**config.mk**
```make
export PLATFORM = sky130hd
export DESIGN_NAME = serial_addsub_flat
export DESIGN_NICKNAME = d
export VERILOG_FILES = /design/src/rtl/serial_addsub_if.sv /design/src/rtl/serial_addsub.sv /design/src/flat_wrapper.sv
export SDC_FILE = /design/constraint.sdc
export NUM_CORES = 1
export LEC_CHECK = 0
export CELL_PAD_IN_SITES_DETAIL_PLACEMENT = 0
export CELL_PAD_IN_SITES_GLOBAL_PLACEMENT = 1
export CORE_ASPECT_RATIO = 1.5
export CORE_MARGIN = 5
export CORE_UTILIZATION = 44
export DETAILED_ROUTE_END_ITERATION = 7
export PLACE_DENSITY_LB_ADDON = 0.1
export SETUP_SLACK_MARGIN = 0.5
export SLEW_MARGIN = 20
export SYNTH_ARGS = -nofsm -noshare
export SYNTH_HDL_FRONTEND = slang
export SYNTH_SLANG_ARGS = --single-unit
```
**constraint.sdc**
```tcl
create_clock -name clk -period 2.7 [get_ports clk]
set_input_delay 0.54 -clock clk [delete_from_list [all_inputs] [get_ports clk]]
set_output_delay 0.54 -clock clk [all_outputs]
set_load 0.02 [all_outputs]
```
**src/rtl/serial_addsub_if.sv**
```systemverilog
// Handshake and operand/result bundle for the bit-serial adder/subtractor.
// The master issues requests; the slave (the adder) returns results.
interface serial_addsub_if #(
  parameter int unsigned WIDTH = 8
);
  logic             start;
  logic             sub;
  logic [WIDTH-1:0] a;
  logic [WIDTH-1:0] b;
  logic             cin;
  logic             busy;
  logic             done;
  logic [WIDTH-1:0] sum;
  logic             cout;
  logic             ovf;

  modport master (
    output start, sub, a, b, cin,
    input  busy, done, sum, cout, ovf
  );

  modport slave (
    input  start, sub, a, b, cin,
    output busy, done, sum, cout, ovf
  );
endinterface

```
**src/rtl/serial_addsub.sv**
```systemverilog
// Bit-serial adder/subtractor: one full-adder cell time-shared over WIDTH cycles, LSB first.
// Subtraction uses a - b - cin = a + ~b + ~cin, so the cell itself never changes.
module serial_addsub #(
  parameter int unsigned WIDTH = 8
) (
  input logic            clk,
  input logic            rst_n,
  serial_addsub_if.slave io_bus
);
  localparam int unsigned KW = $clog2(WIDTH);

  typedef enum logic [1:0] {StIdle, StRun, StDone} state_e;

  state_e           r_state;
  logic [WIDTH-1:0] r_sa;
  logic [WIDTH-1:0] r_sb;
  logic [WIDTH-1:0] r_sr;
  logic             r_c;
  logic [KW-1:0]    r_k;
  logic             r_busy;
  logic             r_done;
  logic [WIDTH-1:0] r_sum;
  logic             r_cout;
  logic             r_ovf;

  logic             w_s_bit;
  logic             w_c_next;
  logic             w_last;
  logic [WIDTH-1:0] w_sr_next;

  assign w_s_bit   = r_sa[0] ^ r_sb[0] ^ r_c;
  assign w_c_next  = (r_sa[0] & r_sb[0]) | (r_sa[0] & r_c) | (r_sb[0] & r_c);
  assign w_last    = (r_k == KW'(WIDTH - 1));
  assign w_sr_next = {w_s_bit, r_sr[WIDTH-1:1]};

  always_ff @(posedge clk or negedge rst_n) begin
    if (!rst_n) begin
      r_state <= StIdle;
      r_sa    <= '0;
      r_sb    <= '0;
      r_sr    <= '0;
      r_c     <= 1'b0;
      r_k     <= '0;
      r_busy  <= 1'b0;
      r_done  <= 1'b0;
      r_sum   <= '0;
      r_cout  <= 1'b0;
      r_ovf   <= 1'b0;
    end else begin
      unique case (r_state)
        StIdle, StDone: begin
          r_done <= 1'b0;
          if (io_bus.start) begin
            r_sa    <= io_bus.a;
            r_sb    <= io_bus.sub ? ~io_bus.b : io_bus.b;
            r_c     <= io_bus.cin ^ io_bus.sub;
            r_k     <= '0;
            r_busy  <= 1'b1;
            r_state <= StRun;
          end else begin
            r_busy  <= 1'b0;
            r_state <= StIdle;
          end
        end
        StRun: begin
          r_sa <= {1'b0, r_sa[WIDTH-1:1]};
          r_sb <= {1'b0, r_sb[WIDTH-1:1]};
          r_sr <= w_sr_next;
          r_c  <= w_c_next;
          r_k  <= r_k + KW'(1);
          if (w_last) begin
            r_sum   <= w_sr_next;
            r_cout  <= w_c_next;
            // Carry into the MSB differs from carry out of it exactly on signed overflow.
            r_ovf   <= r_c ^ w_c_next;
            r_busy  <= 1'b0;
            r_done  <= 1'b1;
            r_state <= StDone;
          end
        end
        default: begin
          r_busy  <= 1'b0;
          r_done  <= 1'b0;
          r_state <= StIdle;
        end
      endcase
    end
  end

  assign io_bus.busy = r_busy;
  assign io_bus.done = r_done;
  assign io_bus.sum  = r_sum;
  assign io_bus.cout = r_cout;
  assign io_bus.ovf  = r_ovf;
endmodule

```
**src/flat_wrapper.sv**
```systemverilog
// flat-port wrapper written by rule: the top's interface ports become plain ports
module serial_addsub_flat 
#(
  parameter int unsigned WIDTH = 8
)
  (clk, rst_n, io_bus_start, io_bus_sub, io_bus_a, io_bus_b, io_bus_cin, io_bus_busy, io_bus_done, io_bus_sum, io_bus_cout, io_bus_ovf);
  serial_addsub_if #(.WIDTH(WIDTH)) io_bus_i ();
  input logic clk;
  input logic rst_n;
  input wire logic [$bits(io_bus_i.start)-1:0] io_bus_start;
  input wire logic [$bits(io_bus_i.sub)-1:0] io_bus_sub;
  input wire logic [$bits(io_bus_i.a)-1:0] io_bus_a;
  input wire logic [$bits(io_bus_i.b)-1:0] io_bus_b;
  input wire logic [$bits(io_bus_i.cin)-1:0] io_bus_cin;
  output wire logic [$bits(io_bus_i.busy)-1:0] io_bus_busy;
  output wire logic [$bits(io_bus_i.done)-1:0] io_bus_done;
  output wire logic [$bits(io_bus_i.sum)-1:0] io_bus_sum;
  output wire logic [$bits(io_bus_i.cout)-1:0] io_bus_cout;
  output wire logic [$bits(io_bus_i.ovf)-1:0] io_bus_ovf;
  assign io_bus_i.start = io_bus_start;
  assign io_bus_i.sub = io_bus_sub;
  assign io_bus_i.a = io_bus_a;
  assign io_bus_i.b = io_bus_b;
  assign io_bus_i.cin = io_bus_cin;
  assign io_bus_busy = io_bus_i.busy;
  assign io_bus_done = io_bus_i.done;
  assign io_bus_sum = io_bus_i.sum;
  assign io_bus_cout = io_bus_i.cout;
  assign io_bus_ovf = io_bus_i.ovf;
  serial_addsub #(.WIDTH(WIDTH)) u_core (.clk(clk), .rst_n(rst_n), .io_bus(io_bus_i));
endmodule
```
==> results of run 1 <==
==> per-layer routing <==
layer	global-route usage, %	routed length, um	vias up
met5	0	0	-
met4	4.73	45	0
met2	21.8	1520	35
li1	-	-	530
met1	15.5	1270	561
met3	4.02	153	5
==> per-stage QoR <==
step	worst slack, ps	power [W]
6_report	885	0.00245
5_1_grt	823	0.00264
4_1_cts	870	0.00249
3_5_place_dp	656	0.00208
3_3_place_gp	682	0.00205
2_1_floorplan	1200	0.00179
==> sequential cells by signal (all words and copies together), names as in the netlist <==
name,cells
u_core.io_bus.busy,1
u_core.io_bus.cout,1
u_core.io_bus.ovf,1
u_core.io_bus.sum,8
u_core.r_c,1
u_core.r_k,3
u_core.r_sa,8
u_core.r_sb,8
u_core.r_sr,7
u_core.r_state,2
==> cell usage in the layout, fill, tap and decap left out, drive strengths merged <==
cell type	netlist	final
dfrtp	40	40
a221o	8	8
a22oi	7	7
mux2	16	16
nand2b	2	2
fa	1	1
xor2	1	1
buf	10	1
o21ai	3	3
and2b	1	1
nand2	8	8
xnor2	9	9
ha	2	2
nor2	9	9
o31ai	1	1
clkinv	0	2
nor2b	1	1
inv	2	2
clkbuf	0	6
a22o	4	4
nand3	8	8
nand3b	1	1
clkdlybuf4s50	0	31
==> kinds of logic after synthesis <==
group | share of synthesized area (%)
fa+ha+maj | 2.61
flops | 58.0
xor+xnor | 5.07
mux | 10.4
buf+inv | 4.49
simple gates | 8.41
compound gates | 11.0
==> power by group <==
part           switching [W]  internal, W
sequential          0.000168     0.000885
combinational       0.000467     0.000530
clock               0.000196     0.000204
==> cell usage after synthesis <==
master / instances
ha_1: 2
buf_6: 2
nor2_2: 1
and2b_4: 1
o31ai_1: 1
nand2_1: 8
inv_1: 2
fa_1: 1
buf_4: 3
buf_2: 5
a22oi_1: 7
nand2b_1: 2
nor2_1: 8
xnor2_1: 9
mux2_2: 16
a22o_1: 4
xor2_1: 1
a221o_1: 8
nor2b_2: 1
nand3_1: 8
o21ai_0: 3
nand3b_1: 1
dfrtp_1: 40
==> how the worst max path moves through the flow <==
stage	from	to	slack, ps	cells past startpoint
floorplan	u_core.r_k[0]	u_core.io_bus.cout	1200	5
global placement	io_bus_start	u_core.r_sb[0]	680	4
detailed placement	io_bus_start	u_core.r_sb[4]	660	4
CTS	u_core.r_state[1]	io_bus_done	870	1
global route	u_core.r_k[0]	u_core.io_bus.sum[3]	820	4
finish	u_core.r_state[1]	io_bus_done	880	1
==> area by class of cell <==
| type | count | area share, % |
|---|---|---|
| clock buffers | 6 | 3.89 |
| clock inverters | 2 | 0.472 |
| inverters | 2 | 0.354 |
| multi-input cells | 82 | 30.6 |
| flip-flops and latches | 40 | 47.2 |
| well taps | 45 | 2.65 |
| repair buffers | 32 | 14.9 |
==> flow_summary.yaml, run 1 <==
synthesis:
  synthDistinctLibCells: 23
  ys_top_cells_by_area: "dfrtp_1, mux2_2, a221o_1, xnor2_1, a22oi_1"
  synthCells: 134
  netlist_area_mm2: 0.00173
  synth_fp_nets: 158
  yosysSeqAreaShare_pct: 58.0
  yosysWarnings: 0
  synth.ff_latch_count: 40
  synth.avg_cell_area_um2: 12.9
  synth_area_leader_cell: "dfrtp_1"
  synth_top_cell_area_share_pct: 58.0
cells_and_area:
  utilization_pct: 54.5
  antenna_cells: 0
  multi_input_area_um2: 648
  layout-drive-gt1-share_pct: 17.1
  area_delta_synth_final_pct: 22.8
  final_area_mm2: 0.00212
  regArea_mm2: 0.00100
  fill_cells: 345
  final_net_count: 187
  fin_cells: 209
placed_design:
  dp.cells: 201
  hpwl_mm: 2.09
  placed_cell_area_mm2: 0.00203
  place_congestion: 0.709
  io_buffers: 32
clock_network:
  postCtsHoldBufs: 0
  clk_latency_ps: 290
  clkTransAtPathRegs_ps: 70
  cts_buffer_depth: 2
  cts.sinks: 40
  cts_buffers: 5
  root_buffer: "clkbuf_8"
  post_cts_buffers: 0
  cts_tree: "done"
  h-tree-depth: 2
  cts_resized: 0
worst_setup_path:
  path_max_fanout: 4
  worstReg2RegEnd: "u_core.io_bus.sum[7]"
  cp_cell_sequence: "clkdlybuf4s50_1"
  crit_path_end_kind: "output port"
  crit_family: "buffers and inverters"
  path_buf_inv: 1
  worstSetupPathType: "reg -> out"
  cp_slowest_stage_delay_ps: 620
  r2r-start: "u_core.r_k[0]"
  critPathLaunchType: "flop"
  cpMaxStageDelayCell: "clkdlybuf4s50_1"
  rrSetupSlack_ps: 940
  r2r_cells: 4
  worstPathArrival_ps: 1280
  crit_required_ps: 2160
pwr:
  powerDensity_mw_per_mm2: 1150
  peakVddDrop_uv: 567
  leakage_nw: 0.937
sta:
  finalCritPeriodShare_pct: 67.2
  slew_viol_final: 0
  setup_viol: 0
  tns_ps: 0
  rsz0062_at_grt: "no"
  min_period_ps: 1820
  skew_ps: 4.59
  fin_hold_ws_ps: 358
  max_freq_mhz: 551
  final_hold_viol_count: 0
  worstMarginPinSlew_ps: 854
  slew_headroom_pct: 43.1
floorplanning:
  die_y_um: 86.7
  die_x_um: 61.2
  core_area_mm2: 0.00389
  die_area_mm2: 0.00530
  rows: 28
  io_pins: 33
  start_util_pct: 44.4
hold_path:
  hp-class: "in -> async"
global_routing:
  grt_use_total_pct: 13.1
  grt_first_pass_wirelength_mm: 5.19
  grt_overflow: 0
  grt_max_degree: 41
  antenna_found_initial: 0
  grt_pass1_vias: 1205
route:
  vias: 1131
  drt_iter0_markers: 26
  drc: 0
  viasPerCell: 5.41
  firstDrtPassIters: 4
  ant_nets: 0
  wire_per_inst_um: 14.3
  wirelength_mm: 2.98
status:
  status: "finished, final reports clean"
run:
  maxCapViolCount: 0
Power figures use the tool's default switching activity.
==> run 2: changes to the inputs <==
Settings changed: CORE_UTILIZATION 44 to 41.
Clock period 2.7 ns to 1.8 ns, I/O delays scaled along.
==> flow_summary.yaml, run 2 (synthesis results as in run 1) <==
worst_setup_path:
  rrSetupSlack_ps: 330
  r2r-start: "u_core.r_k[0]"
  path_buf_inv: 1
  crit_family: "flip-flops"
  worstReg2RegEnd: "u_core.io_bus.cout"
  critPathLaunchType: "flop"
  r2r_cells: 5
  worst-path-stages: 5
  cpMaxStageDelayCell: "dfrtp_1"
  crit_required_ps: 1970
  crit_path_start: "u_core.r_k[0]"
  cp_slowest_stage_delay_ps: 400
  cp_cell_sequence: "ha_2 > ha_4 > nand3b_1 > buf_6 > mux2_4"
  crit_path_end_kind: "flop"
  path_max_fanout: 6
  worstPathArrival_ps: 1640
  worstSetupPathType: "reg -> reg"
sta:
  skew_ps: 2.23
  max_freq_mhz: 680
  finalCritPeriodShare_pct: 81.7
  setup_viol: 0
  worstMarginPinSlew_ps: 529
  min_period_ps: 1470
  rsz0062_at_grt: "yes"
  tns_ps: 0
  slew_viol_final: 0
  slew_headroom_pct: 64.7
  final_hold_viol_count: 0
placed_design:
  dp.cells: 212
  hpwl_mm: 2.46
  place_congestion: 0.728
  io_buffers: 32
route:
  wirelength_mm: 3.57
  firstDrtPassIters: 4
  viasPerCell: 5.30
  wire_per_inst_um: 15.7
  ant_nets: 0
  vias: 1204
  drc: 0
  drt_iter0_markers: 56
clock_network:
  h-tree-depth: 2
  cts_buffer_depth: 2
  cts_tree: "done"
  cts.sinks: 40
  clkTransAtPathRegs_ps: 70
  cts_buffers: 5
  clk_latency_ps: 280
  postCtsHoldBufs: 0
  root_buffer: "clkbuf_8"
cells_and_area:
  layout_common_cells: "dfrtp_1, clkdlybuf4s50_1, mux2_4, buf_2, buf_4"
  area_delta_synth_final_pct: 34.6
  layout_commonest_cell: "dfrtp_1"
  final_net_count: 204
  layout-drive-gt1-share_pct: 35.9
  antenna_cells: 0
  fin_cells: 227
floorplanning:
  rows: 29
  io_pins: 33
  core_area_mm2: 0.00417
  die_x_um: 63.0
  die_y_um: 89.5
  start_util_pct: 41.4
  die_area_mm2: 0.00564
pwr:
  peakVddDrop_uv: 937
  powerDensity_mw_per_mm2: 1790
  intPower_w: 0.00276
  leakage_nw: 1.11
  clkPwrFrac_pct: 17.0
  sw_frac_of_total_pct: 33.6
  p_switching_w: 0.00140
  pwr-share-seq_pct: 38.7
  p_comb_share_pct: 44.2
global_routing:
  grt_overflow: 0
  use_met3_pct: 3.90
  grt_first_pass_wirelength_mm: 6.07
  grt_max_degree: 25
  top_usage_layer: "met2"
  grt_use_total_pct: 13.8
  gr-usage-met2_pct: 24.8
  grt_pass1_vias: 1331
  grt_use_met1_pct: 15.4
  antenna_found_initial: 0
hold_path:
  hp-class: "in -> async"
status:
  status: "finished, final reports clean"
run:
  maxCapViolCount: 0
[run 2: cell types whose count changed in the layout (fill, tap and decap cells not counted), moves of 2 or more]
cell | previous run | this run
buf_6 | 0 | 7
buf_4 | 0 | 10
mux2_2 | 16 | 4
nand2b_1 | 2 | 0
dfrtp_2 | 0 | 2
mux2_4 | 0 | 12
buf_2 | 1 | 12
ha_1 | 2 | 0
dfrtp_1 | 40 | 38
clkdlybuf4s50_1 | 31 | 18
[run 2: repair_timing]
action / in CTS / in global routing
pin swaps: 1 / 1
resized for setup: 47 / 25
setup endpoints to repair: 40 / 32
cloned: 1 / 1
buffers inserted: 4 / 1
[run 2: per-stage QoR]
stage	power [W]	utilization (%)	worst slack (ps)	area, um^2	hold slack (ps)
floorplan	0.00277	-	377	1770	64.4
global placement	0.00326	51.5	193	2150	363
detailed placement	0.00333	51.5	141	2150	372
CTS	0.00412	55.7	308	2320	57.4
global route	0.00449	55.7	274	2320	85.3
finish	0.00416	55.7	329	2320	44.6
[run 2: cell type report]
cell class	instances	area [um^2]
clock inverter	2	35.0
clock buffer	6	72.6
multi-input combinational	82	737
fill	387	1850
inverter	2	7.51
sequential	40	1000
timing repair buffer	49	412
tap	46	57.6
[run 2: power by group through the flow]
stage	clock (W)	sequential, W	combinational (W)
detailed placement	0	0.00162	0.00170
global route	0.000781	0.00167	0.00204
finish	0.000708	0.00161	0.00184
global placement	0	0.00160	0.00165
CTS	0.000733	0.00161	0.00177
floorplan	0	0.00170	0.00107
[run 2: worst reg2reg max path, delay by kind of cell, from the launching register on]
family                     cells  cell delay [ps]
adders and majority gates      2              350
buffers and inverters          1              170
DFF                            1              400
muxes                          1              310
and+or+nand+nor                1              130
[run 2: layer usage]
metal	wire [um]	vias to the layer above
li1	-	565
met1	1470	601
met3	168	5
met5	0	-
met2	1870	33
met4	61	0
[run 2: worst max path at each step]
stage | end | slack [ps]
2_1_floorplan | u_core.io_bus.cout | 380
3_3_place_gp | u_core.r_sb[0] | 190
3_5_place_dp | u_core.r_sb[4] | 140
4_1_cts | u_core.io_bus.cout | 310
5_1_grt | u_core.io_bus.sum[1] | 270
6_report | u_core.io_bus.cout | 330
